## src/rtl/id_ex_stage_pkg.sv

```systemverilog
// Shared types and helpers for the ID/EX boundary: control bundle layout,
// ALU op encodings and the register-width sign extension used by writeback.
package id_ex_stage_pkg;

    localparam int ID_EX_DATA_W = 64;
    localparam int ID_EX_REG_W  = 32;
    localparam int ID_EX_ADDR_W = 5;
    localparam int ID_EX_CTRL_W = 9;
    localparam int ID_EX_CNT_W  = 16;

    localparam int CTRL_REG_WRITE  = 8;
    localparam int CTRL_MEM_READ   = 7;
    localparam int CTRL_MEM_WRITE  = 6;
    localparam int CTRL_MEM_TO_REG = 5;
    localparam int CTRL_ALU_SRC    = 4;
    localparam int CTRL_ALU_OP_MSB = 3;
    localparam int CTRL_ALU_OP_LSB = 0;

    typedef enum logic [3:0] {
        ALU_ADD  = 4'd0,
        ALU_SUB  = 4'd1,
        ALU_AND  = 4'd2,
        ALU_OR   = 4'd3,
        ALU_XOR  = 4'd4,
        ALU_SLL  = 4'd5,
        ALU_SRL  = 4'd6,
        ALU_SRA  = 4'd7,
        ALU_SLT  = 4'd8,
        ALU_SLTU = 4'd9
    } alu_op_e;

    typedef struct packed {
        logic       reg_write;
        logic       mem_read;
        logic       mem_write;
        logic       mem_to_reg;
        logic       alu_src;
        logic [3:0] alu_op;
    } ctrl_t;

    // The register file only stores REG_W bits; anything read back is sign-extended.
    function automatic logic [ID_EX_DATA_W-1:0] sign_extend_reg(input logic [ID_EX_REG_W-1:0] v);
        return {{(ID_EX_DATA_W-ID_EX_REG_W){v[ID_EX_REG_W-1]}}, v};
    endfunction

endpackage

```

## src/rtl/id_ex_stage_hazard_unit.sv

```systemverilog
// Load-use detector: the instruction in EX is a load whose result the
// instruction in decode needs, so it cannot be forwarded in time.
module hazard_unit
    import id_ex_stage_pkg::*;
#(
    parameter int ADDR_W = ID_EX_ADDR_W
) (
    input  logic              id_valid,
    input  logic [ADDR_W-1:0] id_rs1,
    input  logic [ADDR_W-1:0] id_rs2,
    input  logic              ex_valid,
    input  ctrl_t             ex_ctrl,
    input  logic [ADDR_W-1:0] ex_rd,
    output logic              hazard
);

    assign hazard = id_valid & ex_valid & ex_ctrl.mem_read & ex_ctrl.reg_write
                  & ((ex_rd == id_rs1) | (ex_rd == id_rs2));

endmodule

```

## src/rtl/id_ex_stage.sv

```systemverilog
// ID/EX pipeline register with writeback bypass on capture and while holding,
// load-use bubble insertion, flush, downstream stall and a saturating stall counter.
module id_ex_stage
    import id_ex_stage_pkg::*;
#(
    parameter int DATA_W = ID_EX_DATA_W,
    parameter int REG_W  = ID_EX_REG_W,
    parameter int ADDR_W = ID_EX_ADDR_W,
    parameter int CTRL_W = ID_EX_CTRL_W,
    parameter int CNT_W  = ID_EX_CNT_W
) (
    input  logic              clk,
    input  logic              reset,
    input  logic              id_valid,
    input  logic [ADDR_W-1:0] id_rs1,
    input  logic [ADDR_W-1:0] id_rs2,
    input  logic [ADDR_W-1:0] id_rd,
    input  logic [DATA_W-1:0] id_read_data_1,
    input  logic [DATA_W-1:0] id_read_data_2,
    input  logic [DATA_W-1:0] id_imm,
    input  logic [CTRL_W-1:0] id_ctrl,
    input  logic              wb_reg_write,
    input  logic [ADDR_W-1:0] wb_rd,
    input  logic [DATA_W-1:0] wb_data,
    input  logic              flush,
    input  logic              ex_stall,
    output logic              ex_valid,
    output logic [ADDR_W-1:0] ex_rs1,
    output logic [ADDR_W-1:0] ex_rs2,
    output logic [ADDR_W-1:0] ex_rd,
    output logic [DATA_W-1:0] ex_read_data_1,
    output logic [DATA_W-1:0] ex_read_data_2,
    output logic [DATA_W-1:0] ex_imm,
    output logic [CTRL_W-1:0] ex_ctrl,
    output logic              id_stall,
    output logic [CNT_W-1:0]  load_use_stalls
);

    logic              valid_q, valid_d;
    logic [ADDR_W-1:0] rs1_q, rs1_d, rs2_q, rs2_d, rd_q, rd_d;
    logic [DATA_W-1:0] d1_q, d1_d, d2_q, d2_d, imm_q, imm_d;
    ctrl_t             ctrl_q, ctrl_d;
    logic [CNT_W-1:0]  cnt_q, cnt_d;

    logic              hazard;
    logic [DATA_W-1:0] wb_ext;
    logic              byp_id1, byp_id2, byp_ex1, byp_ex2;

    hazard_unit #(.ADDR_W(ADDR_W)) u_hazard (
        .id_valid (id_valid),
        .id_rs1   (id_rs1),
        .id_rs2   (id_rs2),
        .ex_valid (valid_q),
        .ex_ctrl  (ctrl_q),
        .ex_rd    (rd_q),
        .hazard   (hazard)
    );

    assign wb_ext  = sign_extend_reg(wb_data[REG_W-1:0]);
    assign byp_id1 = wb_reg_write && (wb_rd == id_rs1);
    assign byp_id2 = wb_reg_write && (wb_rd == id_rs2);
    assign byp_ex1 = wb_reg_write && (wb_rd == rs1_q);
    assign byp_ex2 = wb_reg_write && (wb_rd == rs2_q);

    // Asserted even under flush; upstream resolves that priority.
    assign id_stall = hazard | ex_stall;

    always_comb begin
        valid_d = valid_q;
        rs1_d   = rs1_q;
        rs2_d   = rs2_q;
        rd_d    = rd_q;
        d1_d    = d1_q;
        d2_d    = d2_q;
        imm_d   = imm_q;
        ctrl_d  = ctrl_q;
        cnt_d   = cnt_q;
        if (flush) begin
            valid_d = 1'b0;
            ctrl_d  = '0;
            rs1_d   = '0;
            rs2_d   = '0;
            rd_d    = '0;
            d1_d    = '0;
            d2_d    = '0;
            imm_d   = '0;
        end else if (ex_stall || hazard) begin
            // Held operands would go stale if their register is written meanwhile.
            if (byp_ex1) d1_d = wb_ext;
            if (byp_ex2) d2_d = wb_ext;
            if (!ex_stall) begin
                valid_d = 1'b0;
                ctrl_d  = '0;
                if (~&cnt_q) cnt_d = cnt_q + CNT_W'(1);
            end
        end else begin
            valid_d = id_valid;
            rs1_d   = id_rs1;
            rs2_d   = id_rs2;
            rd_d    = id_rd;
            d1_d    = byp_id1 ? wb_ext : id_read_data_1;
            d2_d    = byp_id2 ? wb_ext : id_read_data_2;
            imm_d   = id_imm;
            ctrl_d  = id_valid ? ctrl_t'(id_ctrl) : '0;
        end
    end

    always_ff @(posedge clk) begin
        if (reset) begin
            valid_q <= 1'b0;
            rs1_q   <= '0;
            rs2_q   <= '0;
            rd_q    <= '0;
            d1_q    <= '0;
            d2_q    <= '0;
            imm_q   <= '0;
            ctrl_q  <= '0;
            cnt_q   <= '0;
        end else begin
            valid_q <= valid_d;
            rs1_q   <= rs1_d;
            rs2_q   <= rs2_d;
            rd_q    <= rd_d;
            d1_q    <= d1_d;
            d2_q    <= d2_d;
            imm_q   <= imm_d;
            ctrl_q  <= ctrl_d;
            cnt_q   <= cnt_d;
        end
    end

    assign ex_valid        = valid_q;
    assign ex_rs1          = rs1_q;
    assign ex_rs2          = rs2_q;
    assign ex_rd           = rd_q;
    assign ex_read_data_1  = d1_q;
    assign ex_read_data_2  = d2_q;
    assign ex_imm          = imm_q;
    assign ex_ctrl         = ctrl_q;
    assign load_use_stalls = cnt_q;

endmodule

```

## config.mk

```make
export PLATFORM = sky130hd
export DESIGN_NAME = id_ex_stage
export DESIGN_NICKNAME = d
export VERILOG_FILES = /design/src/rtl/id_ex_stage_pkg.sv /design/src/rtl/id_ex_stage_hazard_unit.sv /design/src/rtl/id_ex_stage.sv
export SDC_FILE = /design/constraint.sdc
export NUM_CORES = 1
export LEC_CHECK = 0
export ABC_AREA = 1
export CORE_AREA = 3 3 203 205
export CTS_CLUSTER_SIZE = 12
export DETAILED_ROUTE_END_ITERATION = 16
export DIE_AREA = 0 0 206 208
export PLACE_DENSITY = 0.7
export SYNTH_ARGS = -nofsm -noshare
export SYNTH_HDL_FRONTEND = slang
export SYNTH_SLANG_ARGS = --single-unit
```

## constraint.sdc

```tcl
create_clock -name clk -period 2.5 [get_ports clk]
set_input_delay 0.5 -clock clk [delete_from_list [all_inputs] [get_ports clk]]
set_output_delay 0.5 -clock clk [all_outputs]
set_load 0.02 [all_outputs]
```

==> metrics.md <==
| Metric | Value |
|---|---|
| Crit. End Element | output port |
| Pin count of the biggest net entering global routing | between 100 and 150 |
| Antenna violations before repair | 1 |
| Placer congestion estimate | around 0.86 |
| Drt first pass iters | 6 |
| Post-CTS Setup Inserts | 0 |
| Top cell family by delay on the critical path | buffers and inverters |
| Via count | about 14,000 |
| Crit path kind | primary input to output port |
| Slowest library cell on the worst path | clkdlybuf4s50_1 |
| Layout cell share with drive strength beyond 1 | 0.0591 |
| CTS tree | yes |
| PD cells | between 500 and 600 mW/mm^2 |
| Unique cell type count in the Yosys netlist | 28 |
| Buf+Inv Stages, Crit Path | 3 |
| CTS clk-pin slew, worst paths | 0.06 ns |
| Vias in the first global route | about 13,000 |
| Die area | 0.0428 sq mm |
| WP data required | 2.00 ns |
| Final Cycle Share | 0.941 |
| Fin crit period | between 2 and 2.5 ns |
| Overflow after GRT | 0 |
| Gate power share | 0.186 |
| Internal power | about 7.4 mW |
| Fmax | 425 MHz |
| Critical Path AT | 1.85 ns |
| CP Launch Type | primary input |
| First-pass GRT wire length | ~73,000 um |
| Area delta synth->final | 57.2% |
| Post-route setup TNS | 0 ns |
| Vias per cell | between 4 and 5 |
| Status | complete, no violations |
| Max incr delay on CP | 0.53 ns |
| Final setup vio count | 0 |
| Synth Instances | about 1,900 |
| Cell Rows | 73 |
| CTS Sinks | 233 |
| Setup Skew | between 0.008 and 0.009 ns |
| Worst hold slack | 0.455 ns |
| # IOs | about 530 |
| Die height | around 210 um |
| Number of synthesized flops with an enable pin | 0 |
| Initial DRC count | about 1,100 |
| Cts bufs inserted | 28 |
| Clock Tree Root | clkbuf_16 |
| Initial core utilization | 0.302 |
| Clock power frac | 0.426 |
| Worst Hold Class | flop to flop |
| Leakage power | between 9 and 10 nW |
| Max Slew Vio Count | 0 |
| Most common cell on crit path | nand2_1 |
| Chip width | 206 um |
| Share of the synthesized area in the top cell type | 0.390 |
| Worst-skew pair later-pin latency | 0.54 ns |
| Fraction of registers with async set/reset | 0 |
| Sw Pwr | about 2.7 mW |
| Syn avg cell area | approximately 6.3 sq um |
| Final wirelength | around 48,000 um |
| Core Footprint | between 0.03 and 0.04 sq mm |
| Peak supply drop | 0.410 mV |
| Post-Syn Nets | 2,185 |
| Fillers | between 3,000 and 4,000 |
| DR DRC count | 0 |
| Most numerous cell in the Yosys netlist | nand2_1 |
| Crit-path max FO | 3 |
| Buffer levels on the longest clock path | 3 |
| Largest area contributor in the netlist | dfxtp_1 |
| Fin nets | around 2,600 |
| Routed Antenna Nets | 0 |
| Layer with the highest usage | met2 |
| CP Cell Sequence | clkdlybuf4s50_1 -> inv_1 -> nand2_1 -> nand2_1 -> nor2_1 -> nand3_1 -> nand2_1 -> nand2_2 -> nand2_8 -> buf_2 |
| Max-cap violations | 0 |
| Top cells by count, synth | 574 x nand2_1, 336 x nand3_1, 233 x dfxtp_1, 201 x inv_1, 167 x nor2_1 |
| Seq/Total Area, Yosys | 0.390 |
| Slew margin rel. | 0.571 |
| Final Hold Vio Count | 0 |
| Final HPWL from detailed placement | about 35,000 um |
| Sw frac | 0.265 |
| Yosys reg bits | roughly 230 |
| CTS Hold Bufs | 0 |
| Tightest Pin Transition | ~0.64 ns |
| Syn Std Cell Area | between 0.01 and 0.015 sq mm |
| Ranking of synthesized cells by area | dfxtp_1 39%, nand2_1 18%, nand3_1 14% |
| RSZ-0062 raised after global routing | no |
| H-Tree Depth | 1 |
| Ys flop type | dfxtp_1 |
| M1 GR Usage | 0.259 |
| Reg power frac | 0.389 |
| Port buffer count | roughly 490 |
| GRT met3 Usage | 0.0408 |
| Gr usage total | 0.211 |
| Placed insts | approximately 2,800 |
| Final cell count without fillers | between 2,000 and 3,000 |
| Drt wl/cell | approximately 17 um |
| M2 GR Usage | 0.366 |
| Synth warnings | 0 |
-- per-layer routing --
metal / wire (um) / vias to the layer above
li1: - / 6902
met1: 19200 / 6459
met2: 23300 / 583
met5: 0 / -
met4: 1760 / 0
met3: 3800 / 103
-- metrics by stage --
stage / power, mW / util / cell area [sq um] / setup slack [ns]
after floorplan: 4.86 / - / 12000 / 0.534
after global placement: 5.85 / 0.450 / 17800 / -0.341
after detailed placement: 5.88 / 0.450 / 17800 / -0.329
after CTS: 10.3 / 0.474 / 18800 / 0.0195
after global routing: 10.5 / 0.474 / 18800 / 0.0323
final: 10.1 / 0.474 / 18800 / 0.148
-- worst register-to-register path, cell delays in order (launching register included) --
cell and delay, ns:
dfxtp_1 0.40, inv_1 0.08, nand2_1 0.07, nand2_1 0.06, nor2_1 0.09, nand3_1 0.08, nand2_1 0.10, nand2_2 0.09
nand2_8 0.07, buf_4 0.13, buf_12 0.21, buf_4 0.34, nand3_1 0.12, nand3_1 0.09, nand2_1 0.05, inv_1 0.06
-- placed cells by master (no fill, tap or decap), types with 2 or more instances in the layout --
master | netlist | final
nand3_4 | 0 | 2
bufinv_16 | 0 | 4
xnor2_1 | 3 | 3
clkbuf_8 | 0 | 5
buf_12 | 0 | 30
nand2_1 | 574 | 573
nor3_1 | 3 | 3
nor2_4 | 0 | 2
o21ai_0 | 100 | 100
o21ai_1 | 19 | 19
nand3_1 | 336 | 335
a21oi_4 | 0 | 3
clkbuf_16 | 0 | 29
a21oi_1 | 33 | 32
clkinv_1 | 2 | 2
nor2_1 | 167 | 166
dfxtp_1 | 233 | 233
buf_4 | 13 | 42
nand4_1 | 49 | 49
nand3_2 | 3 | 2
clkinv_2 | 0 | 6
inv_1 | 201 | 201
inv_2 | 8 | 8
clkbuf_1 | 52 | 6
xor2_1 | 11 | 11
clkdlybuf4s50_1 | 0 | 491
o22ai_1 | 4 | 4
-- what timing repair did --
action                                  in CTS  in global routing
gates cloned                                 0                  0
endpoints found under the setup margin       1                  1
gates resized for setup                      3                  2
-- power groups by stage --
stage | Combinational, mW | Sequential (mW) | Clock, mW
after CTS | 1.88 | 3.93 | 4.44
after global routing | 2.03 | 3.94 | 4.57
after detailed placement | 1.87 | 4.01 | 0
after floorplan | 0.694 | 4.16 | 0
after global placement | 1.85 | 4.00 | 0
final | 1.88 | 3.93 | 4.30
-- path summary, 6_finish.rpt --
check / start / end / slack, ns / cells past startpoint
worst max-delay path: id_rs1[0] / id_stall / 0.15 / 10
worst min-delay path: ex_ctrl[5] / ex_ctrl[5] / 0.45 / 2
worst max register to register: ex_rd[4] / ex_read_data_1[31] / 0.40 / 15
worst min register to register: ex_ctrl[5] / ex_ctrl[5] / 0.45 / 2
-- flip-flops by register name, indices dropped and copies added (netlist names), 5 cells and up --
register	cells
ex_imm	64
load_use_stalls	16
ex_ctrl	9
ex_read_data_1	64
ex_rs2	5
ex_read_data_2	64
ex_rs1	5
ex_rd	5
-- area by class of cell --
type,count,area [sq um],share of cell area
Timing Repair Buffer,564,5840,0.310
Antenna cell,1,2.50,0.000133
Clock buffer,40,817,0.0435
Sequential cell,233,4660,0.248
Clock inverter,11,158,0.00839
Multi-Input combinational cell,1311,5870,0.312
Tap cell,525,657,0.0349
Inverter,211,792,0.0421
-- cells by family (layout without fill, tap and decap cells) --
kind of cell | after synthesis | count (layout) | share of synthesized area
other cells | 0 | 1 | 0
fa+ha+maj | 1 | 1 | 0.00105
xor+xnor | 14 | 14 | 0.0103
simple gates | 1137 | 1137 | 0.406
flops | 233 | 233 | 0.390
buf+inv | 349 | 826 | 0.125
compound gates | 159 | 159 | 0.0678
(Power assumes the default switching activity.)
